[src/rtl/trap_unit.sv]
// Purpose: machine-mode trap responder; commits trap CSRs, kills the trapping regwrite, flushes and redirects fetch.
// Latency: kill_w and csr_rdata_w are combinational; flush_all/redirect_* are registered, one cycle after the commit edge.
// Backpressure: none; while flushing, trap requests and CSR accesses are dropped because they belong to flushed instructions.
//
// Ports: clk, start (sync active-low reset), trap_req_w (packed trap request at writeback),
//        csr_valid_w/csr_addr_w/csr_op_w/csr_wdata_w (Zicsr access), csr_rdata_w (old CSR value),
//        kill_w (drop regwrite), flush_all/redirect_valid/redirect_pc (registered fetch control), busy.

package trap_unit_pkg;
    typedef enum logic {
        TRAP_ENTER  = 1'b0,
        TRAP_RETURN = 1'b1
    } trap_mode_e;

    typedef struct packed {
        logic        valid;
        trap_mode_e  mode;
        logic [31:0] cause;
        logic [31:0] pc;
        logic [31:0] tval;
    } trap_req_t;
endpackage

module trap_unit
    import trap_unit_pkg::*;
#(
    parameter logic [31:0] MTVEC_RESET      = 32'h0000_0000,
    parameter int unsigned MSTATUS_MIE_BIT  = 3,
    parameter int unsigned MSTATUS_MPIE_BIT = 7
) (
    input  logic        clk,
    input  logic        start,
    input  trap_req_t   trap_req_w,
    input  logic        csr_valid_w,
    input  logic [11:0] csr_addr_w,
    input  logic [2:0]  csr_op_w,
    input  logic [31:0] csr_wdata_w,
    output logic [31:0] csr_rdata_w,
    output logic        kill_w,
    output logic        flush_all,
    output logic        redirect_valid,
    output logic [31:0] redirect_pc,
    output logic        busy
);

    localparam logic [11:0] CSR_MSTATUS  = 12'h300;
    localparam logic [11:0] CSR_MTVEC    = 12'h305;
    localparam logic [11:0] CSR_MSCRATCH = 12'h340;
    localparam logic [11:0] CSR_MEPC     = 12'h341;
    localparam logic [11:0] CSR_MCAUSE   = 12'h342;
    localparam logic [11:0] CSR_MTVAL    = 12'h343;

    typedef enum logic {
        IDLE  = 1'b0,
        FLUSH = 1'b1
    } state_e;

    state_e      state_q, state_d;
    logic        trap_take;
    logic        csr_wr_en;
    logic [31:0] csr_new;
    logic [31:0] mstatus_rd;

    // Only MIE and MPIE are implemented in mstatus; every other bit reads zero.
    logic        mie_q, mpie_q;
    logic [31:0] mtvec_q, mepc_q, mcause_q, mtval_q, mscratch_q;

    // FSM next-state: a trap is only accepted from IDLE.
    always_comb begin
        state_d   = state_q;
        trap_take = 1'b0;
        case (state_q)
            IDLE: begin
                if (trap_req_w.valid) begin
                    trap_take = 1'b1;
                    state_d   = FLUSH;
                end
            end
            FLUSH: state_d = IDLE;
            default: state_d = IDLE;
        endcase
    end

    assign busy   = (state_q != IDLE);
    assign kill_w = trap_take && (trap_req_w.mode == TRAP_ENTER);

    always_comb begin
        mstatus_rd                   = '0;
        mstatus_rd[MSTATUS_MIE_BIT]  = mie_q;
        mstatus_rd[MSTATUS_MPIE_BIT] = mpie_q;
    end

    always_comb begin
        csr_rdata_w = '0;
        case (csr_addr_w)
            CSR_MSTATUS:  csr_rdata_w = mstatus_rd;
            CSR_MTVEC:    csr_rdata_w = mtvec_q;
            CSR_MSCRATCH: csr_rdata_w = mscratch_q;
            CSR_MEPC:     csr_rdata_w = mepc_q;
            CSR_MCAUSE:   csr_rdata_w = mcause_q;
            CSR_MTVAL:    csr_rdata_w = mtval_q;
            default:      csr_rdata_w = '0;
        endcase
    end

    // funct3[1:0]: 01 RW, 10 RS, 11 RC; bit 2 only selects the zimm form upstream.
    always_comb begin
        csr_new = csr_rdata_w;
        case (csr_op_w[1:0])
            2'b01:   csr_new = csr_wdata_w;
            2'b10:   csr_new = csr_rdata_w | csr_wdata_w;
            2'b11:   csr_new = csr_rdata_w & ~csr_wdata_w;
            default: csr_new = csr_rdata_w;
        endcase
    end

    // A trap on the same cycle wins; RS/RC with a zero operand are pure reads.
    assign csr_wr_en = csr_valid_w && (state_q == IDLE) && !trap_req_w.valid
                       && (csr_op_w[1:0] != 2'b00)
                       && !(csr_op_w[1] && (csr_wdata_w == '0));

    always_ff @(posedge clk) begin
        if (!start) begin
            state_q        <= IDLE;
            flush_all      <= 1'b0;
            redirect_valid <= 1'b0;
            redirect_pc    <= '0;
            mie_q          <= 1'b0;
            mpie_q         <= 1'b0;
            mtvec_q        <= {MTVEC_RESET[31:2], 2'b00};
            mepc_q         <= '0;
            mcause_q       <= '0;
            mtval_q        <= '0;
            mscratch_q     <= '0;
        end else begin
            state_q        <= state_d;
            flush_all      <= trap_take;
            redirect_valid <= trap_take;
            if (trap_take) begin
                if (trap_req_w.mode == TRAP_ENTER) begin
                    // Direct mode only: the low mtvec bits are always zero.
                    redirect_pc <= {mtvec_q[31:2], 2'b00};
                    mepc_q      <= {trap_req_w.pc[31:2], 2'b00};
                    mcause_q    <= trap_req_w.cause;
                    mtval_q     <= trap_req_w.tval;
                    mpie_q      <= mie_q;
                    mie_q       <= 1'b0;
                end else begin
                    redirect_pc <= mepc_q;
                    mie_q       <= mpie_q;
                    mpie_q      <= 1'b1;
                end
            end else if (csr_wr_en) begin
                case (csr_addr_w)
                    CSR_MSTATUS: begin
                        mie_q  <= csr_new[MSTATUS_MIE_BIT];
                        mpie_q <= csr_new[MSTATUS_MPIE_BIT];
                    end
                    CSR_MTVEC:    mtvec_q    <= {csr_new[31:2], 2'b00};
                    CSR_MSCRATCH: mscratch_q <= csr_new;
                    CSR_MEPC:     mepc_q     <= {csr_new[31:2], 2'b00};
                    CSR_MCAUSE:   mcause_q   <= csr_new;
                    CSR_MTVAL:    mtval_q    <= csr_new;
                    default: ;
                endcase
            end
        end
    end

endmodule

[config.mk]
export PLATFORM = sky130hd
export DESIGN_NAME = trap_unit
export DESIGN_NICKNAME = d
export VERILOG_FILES = /design/src/rtl/trap_unit.sv
export SDC_FILE = /design/constraint.sdc
export NUM_CORES = 1
export LEC_CHECK = 0
export CAP_MARGIN = 20
export CORE_ASPECT_RATIO = 2
export CORE_UTILIZATION = 45
export DETAILED_ROUTE_END_ITERATION = 8
export MAX_ROUTING_LAYER = met4
export PLACE_DENSITY = 0.72
export SLEW_MARGIN = 20
export SYNTH_ARGS = -nofsm -noshare
export SYNTH_HDL_FRONTEND = slang
export SYNTH_SLANG_ARGS = --single-unit
[constraint.sdc]
create_clock -name clk -period 2.3 [get_ports clk]
set_input_delay 0.23 -clock clk [delete_from_list [all_inputs] [get_ports clk]]
set_output_delay 0.23 -clock clk [all_outputs]
set_load 0.05 [all_outputs]
[After elaboration in Yosys (flattened, before gate mapping)]
Cells that the tools add are included.
Operators by class
  add/subtract/negate cells: 0
  divide/modulo/power cells: 0
  $mul: 0
  bitwise gates (word level): 6
  mux-type cells: 26
  reduce and logical (&&, ||, !) cells: 21
  shift-type cells: 0
  magnitude comparators: 0
  eq/ne operators: 10
Operators by type and width (number)
  32-bit two-way mux: 13
  32-bit one-hot mux with 6 select lines: 1
  32-bit one-hot mux with 3 select lines: 1
  12-bit by 10-bit equality test with 1-bit output (second input constant): 6
  32-bit bitwise AND: 1
  32-bit zero test: 1
  32-bit inverter: 1
  32-bit OR: 1
  3-bit AND reduction: 5
  2-bit nonzero test: 6
  1-bit two-way mux: 10
  1-bit logical AND: 6
  2-bit equality test (second input constant): 2
  1-bit inverter: 3
  2-bit by 1-bit equality test with 1-bit output (second input constant): 1
  1-bit zero test: 2
  2-bit != test (second input constant): 1
  1-bit one-hot mux with 2 select lines: 1
  2-bit AND reduction: 1
Storage, ports and cells
  input bits: 148
  bits in latches: 0
  memories kept: 0
  output and inout bits: 68
  ROM bits: 0
  RAM bits: 0
  word-level logic and storage cells: 73
  register bits after elaboration: 194

[Depth between registers and ports, before layout]
  word-level depth: 7
  depth in mapped cells: 11
  mapped depth without buffers: 6

[Least setup slack after synthesis]
No wires, ideal clock.
  path type: input to output
  from: in csr_addr_w[0]
  to: out csr_rdata_w[3]
  data required time: 2.070 ns
  path buffers: 3
  stages on the path: 7
  arrival: 2.155 ns
  path slack: -0.085 ns
  path through: buf_2 > buf_2 > buf_2 > nor2b_1 > nand4_1 > or3b_2 > nand3_1
Between the ends
  word-level cells in the longest chain between the ends: 2
  elaborated cells on any way between the ends: 7
  classes of those cells: eq/ne: 6; mux: 1
RTL lines
  start, declared: RTL line 35  | input logic [11:0] csr_addr_w,
  12-bit by 10-bit equality test with 1-bit output: RTL line 95  | case (csr_addr_w)
  32-bit one-hot mux with 6 select lines *: RTL line 95
  end, declared: RTL line 38  | output logic [31:0] csr_rdata_w,
Mark *: on every way between the ends. The rest lies on a longest branch, timed or not.

[Worst setup path after layout]
  from: in csr_addr_w[11]
  to: out csr_rdata_w[26]
Same word-level chain as after synthesis.

==> impl_results.md <==
* Worst path slowest cell: clkdlybuf4s50_1
* Average routed wire per standard cell at 22.2 um
* Vias in the first global route at a little over 10000
* WL final at 37100 um
* Mapped cell area at 9840 um2
* Finish-stage setup viols at 1
* DR vias at about 10000
* Nets@finish at 1538
* Top cells by count, synth: nand2_1 (197), dfxtp_1 (189), mux2i_1 (83)
* Initial antenna violation count at 0
* Slew @ Worst Pin at between 0.6 and 0.7 ns
* Max_slew headroom at 59.1%
* DRT iter0 DRCs at 658
* Antenna Nets Post-Route at 0
* Count leader, synth: nand2_1
* Cts hold-fix bufs at 0
* CTS root buf: clkbuf_16
* WP data arrival at 2.08 ns
* Die area at 22500 um2
* Cells after synthesis at 1077
* FFs w/ async S/R, synth at 0%
* Clk sinks at around 190
* Clock slew at reported path FFs at about 0.080 ns
* Post-route DRC violation count at 0
* Ports at roughly 220
* # rows at 76
* Area Overhead vs Synth at 48.8%
* Failing checks: negative setup slack
* Critical Path RT at 2.07 ns
* Ys Warns at 0
* CTS tree: yes
* Fin. Hold Viols at 0
* Top cells by area, synth: dfxtp_1 (38%), mux2i_1 (8.4%), nand2_1 (7.5%), mux4_2 (6.6%), a21oi_1 (3.4%)
* Critical path startpoint category: input pin
* Total gr overflow at 0
* Final Wtd Congestion at about 0.92
* Longest Clk Path Bufs at 2
* F_max at 434 MHz
* #FFs+latches synth at 189
* Worst setup path category: input pin to output pin
* Top_reg_cell synth: dfxtp_1
* MaxCap Viol Count at 0
* Run status: finished with violations
* CP endpoint kind: output pin
* Distinct cells, synth at 60
* Cell count after placement at approximately 1600
* Final Util at 68.1%
* DP HPWL at 26000 um
* N_diodes at 0
* # port buffers at 210
* Worst skew pair latency at 0.44 ns
* Num CTS Buffers at 17
* Period utilization at 100%
* Sequential element share of the synthesized area at 38.4%
* First-pass GRT wire length at 55000 um
* Syn Area/Cell at between 9 and 10 um2
* VDD IR max at 0.378 mV
* EDFF count, synth at 0
* Power Density at around 540 nW/um2
* Cell Chain, Critical Path: clkdlybuf4s50_1, and4bb_4, and4b_2, buf_8, a22o_1, buf_4, buf_12
* H-Tree Depth at 4
* Tmin final at 2.31 ns
* Die height at 211 um
* Largest net degree at the start of global routing at 55
* Crit path largest cell delay at 0.39 ns
* Synth area leader: dfxtp_1
* RSZ-0062 raised after global routing: true
* Cell Count, Final, Fillers Out at approximately 1700
* Initial Util at between 40 and 50%
* Core area at 21500 um2
* Worst Clk Skew at 0.0120 ns
* Hold WC Path Type: input pin to flop
* Synth top area share at 38.4%
* Total iterations of the first detailed-routing run at 5
* Vias/cell at 6.06
* Pleak at roughly 5.7 nW
* Worst-path maximum fanout at 18
* Total GRT Usage at 33.4%
* Final WS setup at -0.00529 ns
* Fin. max-slew vios at 0
* Die width at roughly 110 um
* Layout cells sized above 1 at 24.3%
flip-flops by register name, indices dropped and copies added, names as in the netlist:
name and count:
busy 1, mcause_q 32, mepc_q 30, mie_q 1
mpie_q 1, mscratch_q 32, mtval_q 32, mtvec_q 30
redirect_pc 30
layer usage:
| metal | track usage, % | share of wire [%] | vias to the layer above |
|---|---|---|---|
| li1 | - | - | 4549 |
| met1 | 33.9 | 34 | 4804 |
| met2 | 57.7 | 51 | 612 |
| met3 | 4.29 | 7.3 | 185 |
| met4 | 25.1 | 7.7 | 0 |
| met5 | - | 0 | - |
final timing paths:
| kind | to | start | slack, ns | depth (start not counted) |
|---|---|---|---|---|
| setup reg to reg | mepc_q[19] | busy | 0.37 | 8 |
| setup / recovery | csr_rdata_w[26] | csr_addr_w[11] | -0.005 | 7 |
| hold / removal | redirect_pc[21] | trap_req_w[96] | 0.31 | 3 |
| hold reg to reg | mscratch_q[1] | mscratch_q[1] | 0.45 | 2 |
through the flow:
stage	worst slack [ns]	TNS, ns	cell area, um2	hold WS [ns]	power [W]
detailed placement	-0.670	-80.98	13800	0.443	0.00517
floorplan	0.0268	0	9850	0.383	0.00438
global placement	-0.652	-80.01	13800	0.434	0.00515
finish	-0.00529	-0.00529	14600	0.307	0.00798
CTS	-0.0337	-0.137	14400	0.299	0.00795
global route	-0.0361	-0.498	14600	0.342	0.00820
timing repair:
action	in CTS	in global routing
gates resized for setup	11	24
setup endpoints to repair	138	67
gates cloned	0	6
pin swaps	0	12
setup buffers	0	4
hold endpoints to repair	0	0
power by group:
part	total (W)	switching (W)	internal, W
registers	0.00348	0.0000812	0.00340
logic	0.00167	0.000868	0.000801
clock network	0.00283	0.00134	0.00149
total	0.00798	0.00229	0.00569
kinds of logic (layout without fill, tap and decap cells):
family,Yosys count,after routing,share of synthesized area (%)
AND/OR/NAND/NOR,339,339,15.5
AO/OA/AOI/OAI,294,294,22.9
flip-flops,189,189,38.4
multiplexers,112,112,15.1
buffers and inverters,109,434,5.05
XOR/XNOR,33,33,2.94
other,1,2,0.0381
worst max-delay path, delay by kind of cell:
kind,cells,cell delay [ns]
AO/OA/AOI/OAI,1,0.25
AND/OR/NAND/NOR,2,0.68
buffers and inverters,4,0.89
final cells by class:
type,count,area (um2)
Fill cell,1676,6850
Multi-Input combinational cell,780,5720
Timing Repair Buffer,399,4230
Sequential cell,189,3780
Clock buffer,22,474
Tap cell,273,342
Clock inverter,10,83.8
Inverter,3,12.5
cells in the final DEF, fill, tap and decap left out, drive strengths merged, types with 4 or more instances in the layout:
cell,n
nand3,10
xnor2,32
nor4,7
clkinv,7
mux2i,83
dlymetal6s2s,4
a22o,28
clkdlybuf4s50,165
a211oi,30
mux4,29
o2bb2ai,48
nor2,58
a21oi,69
nand4,7
buf,222
inv,4
and3,7
clkbuf,27
nand2,197
a31oi,23
a311oi,19
and2,31
o21ai,32
o22ai,6
a2bb2oi,28
dfxtp,189
Note: power is estimated with default switching activity, not from simulation.
==> edit (same settings) <==
Register the outputs `kill_w` and `busy`, without a reset; this adds one clock of latency there. The other outputs are not delayed to match. Comments in the files are not updated.
--- a/src/rtl/trap_unit.sv
+++ b/src/rtl/trap_unit.sv
@@ -83,4 +83,6 @@
 
-    assign busy   = (state_q != IDLE);
-    assign kill_w = trap_take && (trap_req_w.mode == TRAP_ENTER);
+    always_ff @(posedge clk) begin
+        kill_w <= trap_take && (trap_req_w.mode == TRAP_ENTER);
+        busy   <= (state_q != IDLE);
+    end
 
Check against the original RTL: not equivalent (a bounded check fails within 4 cycles, from zero or initial values).
==> edit against the unedited design <==
- routed wire length up 1.7%
- core utilization is 1.3 points lower
- sequential cell count increased by 2
- power is 3.4% higher
- cell area is 1.2% higher
- setup slack better by 0.015 ns
- area after synthesis grew 3.7%
- highest routed layer unchanged
- critical path type is now primary input to flop
- largest cell class unchanged
- final cell count increased by 2.4%
==> edit: results (changes against the unedited design) <==
metric,value,unit,change
outcome,finished clean,,
drt wl/cell,22.0,µm,-0.75%
First-pass DRT Iterations,6,,+1
Synth area leaders,"dfxtp_1 (37%), o221a_2 (7.8%), nand2_1 (7.4%)",,
first-pass GRT wire length,55700,µm,+1.4%
Leak Pwr,5.39,nW,-5.9%
met1 GRT Util,34.5,%,+0.63 points
GR Layer Usage met2,55.0,%,-2.7 points
Yosys cell types,58,,-3.3%
largest net degree at the start of global routing,105,,+91%
Worst Path Max Fanout,10,,-8
mux cell area share after synthesis,9.74,%,-5.3 points
VDD IR-drop max,408,µV,+8.2%
DR WL met3,2790,µm,+3.6%
Synth top cells by count,"nand2_1 (200), dfxtp_1 (191), nor2_1 (140), a211oi_1 (91), clkbuf_1 (75)",,
nets,1577,,+2.5%
WP data arrival,2.62,ns,+0.54 ns
wl on met1,13200,µm,+6.3%
post-synthesis xor/xnor area fraction,2.57,%,-0.36 points
pre-CTS WS,-0.424,ns,+0.247 ns
non-filler instance count after layout,1717,,+2.4%
DR iter-0 viols,865,,+31%
share of cells above drive strength 1,26.2,%,+1.9 points
Clock Skew,0.00775,ns,-0.00421 ns
vias in the first global route,10431,,+1.8%
number of antenna violations at the first check in global routing,1,,+1
actual slew at the worst max-slew pin,0.720,ns,+0.107 ns
met2 wire length,19200,µm,+0.48%
Global Route Usage Sum,32.3,%,-1.1 points
post-synthesis compound-gate area fraction,26.8,%,+3.9 points
grt met3 use,3.97,%,-0.32 points
via count,10702,,+5.4%
"Seq/Total Area, Yosys",37.5,%,-0.99 points
edit: cell types whose count changed after synthesis, sizes merged, moves of 21 or more:
cell and change:
nor2 +83, a21oi -50, o2bb2ai -48, a31oi -21, a2bb2oi -28, mux2i -50, nand3 +23, a22oi +25
o221a +84, and2 -28, a211oi +61
edit: final timing paths:
kind / from / to / slack [ns] / cells past startpoint
worst max-delay path: csr_addr_w[4] / mtval_q[29] / 0.01 / 11
worst min register to register: mcause_q[3] / mcause_q[3] / 0.48 / 2
worst max register to register: state_q / mtval_q[29] / 0.02 / 8
worst min-delay path: trap_req_w[96] / redirect_pc[28] / 0.32 / 3
edit: worst max-delay path, cell delays in order:
cell and delay [ns]:
clkdlybuf4s15_1 0.19, or4_4 0.52, nor4_4 0.26, buf_4 0.19, buf_6 0.12, nand4_1 0.20
o21ai_4 0.28, buf_12 0.17, clkbuf_16 0.18, nand2_1 0.06, o221a_2 0.22
edit: layout make-up:
class,count,area (µm²)
Tap cell,276,345
Clock inverter,11,133
Clock buffer,19,443
Fill cell,1781,7340
Antenna cell,1,2.50
Timing Repair Buffer,367,4050
Inverter,7,27.5
Sequential cell,191,3820
Multi-Input combinational cell,845,5990
edit: power by group:
| part | switching [W] | total (W) | internal (W) |
|---|---|---|---|
| logic | 0.000883 | 0.00171 | 0.000824 |
| clock network | 0.00136 | 0.00299 | 0.00163 |
| registers | 0.0000952 | 0.00355 | 0.00346 |
| total | 0.00233 | 0.00825 | 0.00592 |
edit: timing repair:
action / 4_1_cts / 5_1_grt
setup buffers: 4 / 11
setup endpoints to repair: 32 / 100
pin swaps: 4 / 9
cloned: 1 / 5
gates resized for setup: 11 / 15
hold endpoints to repair: 0 / 0
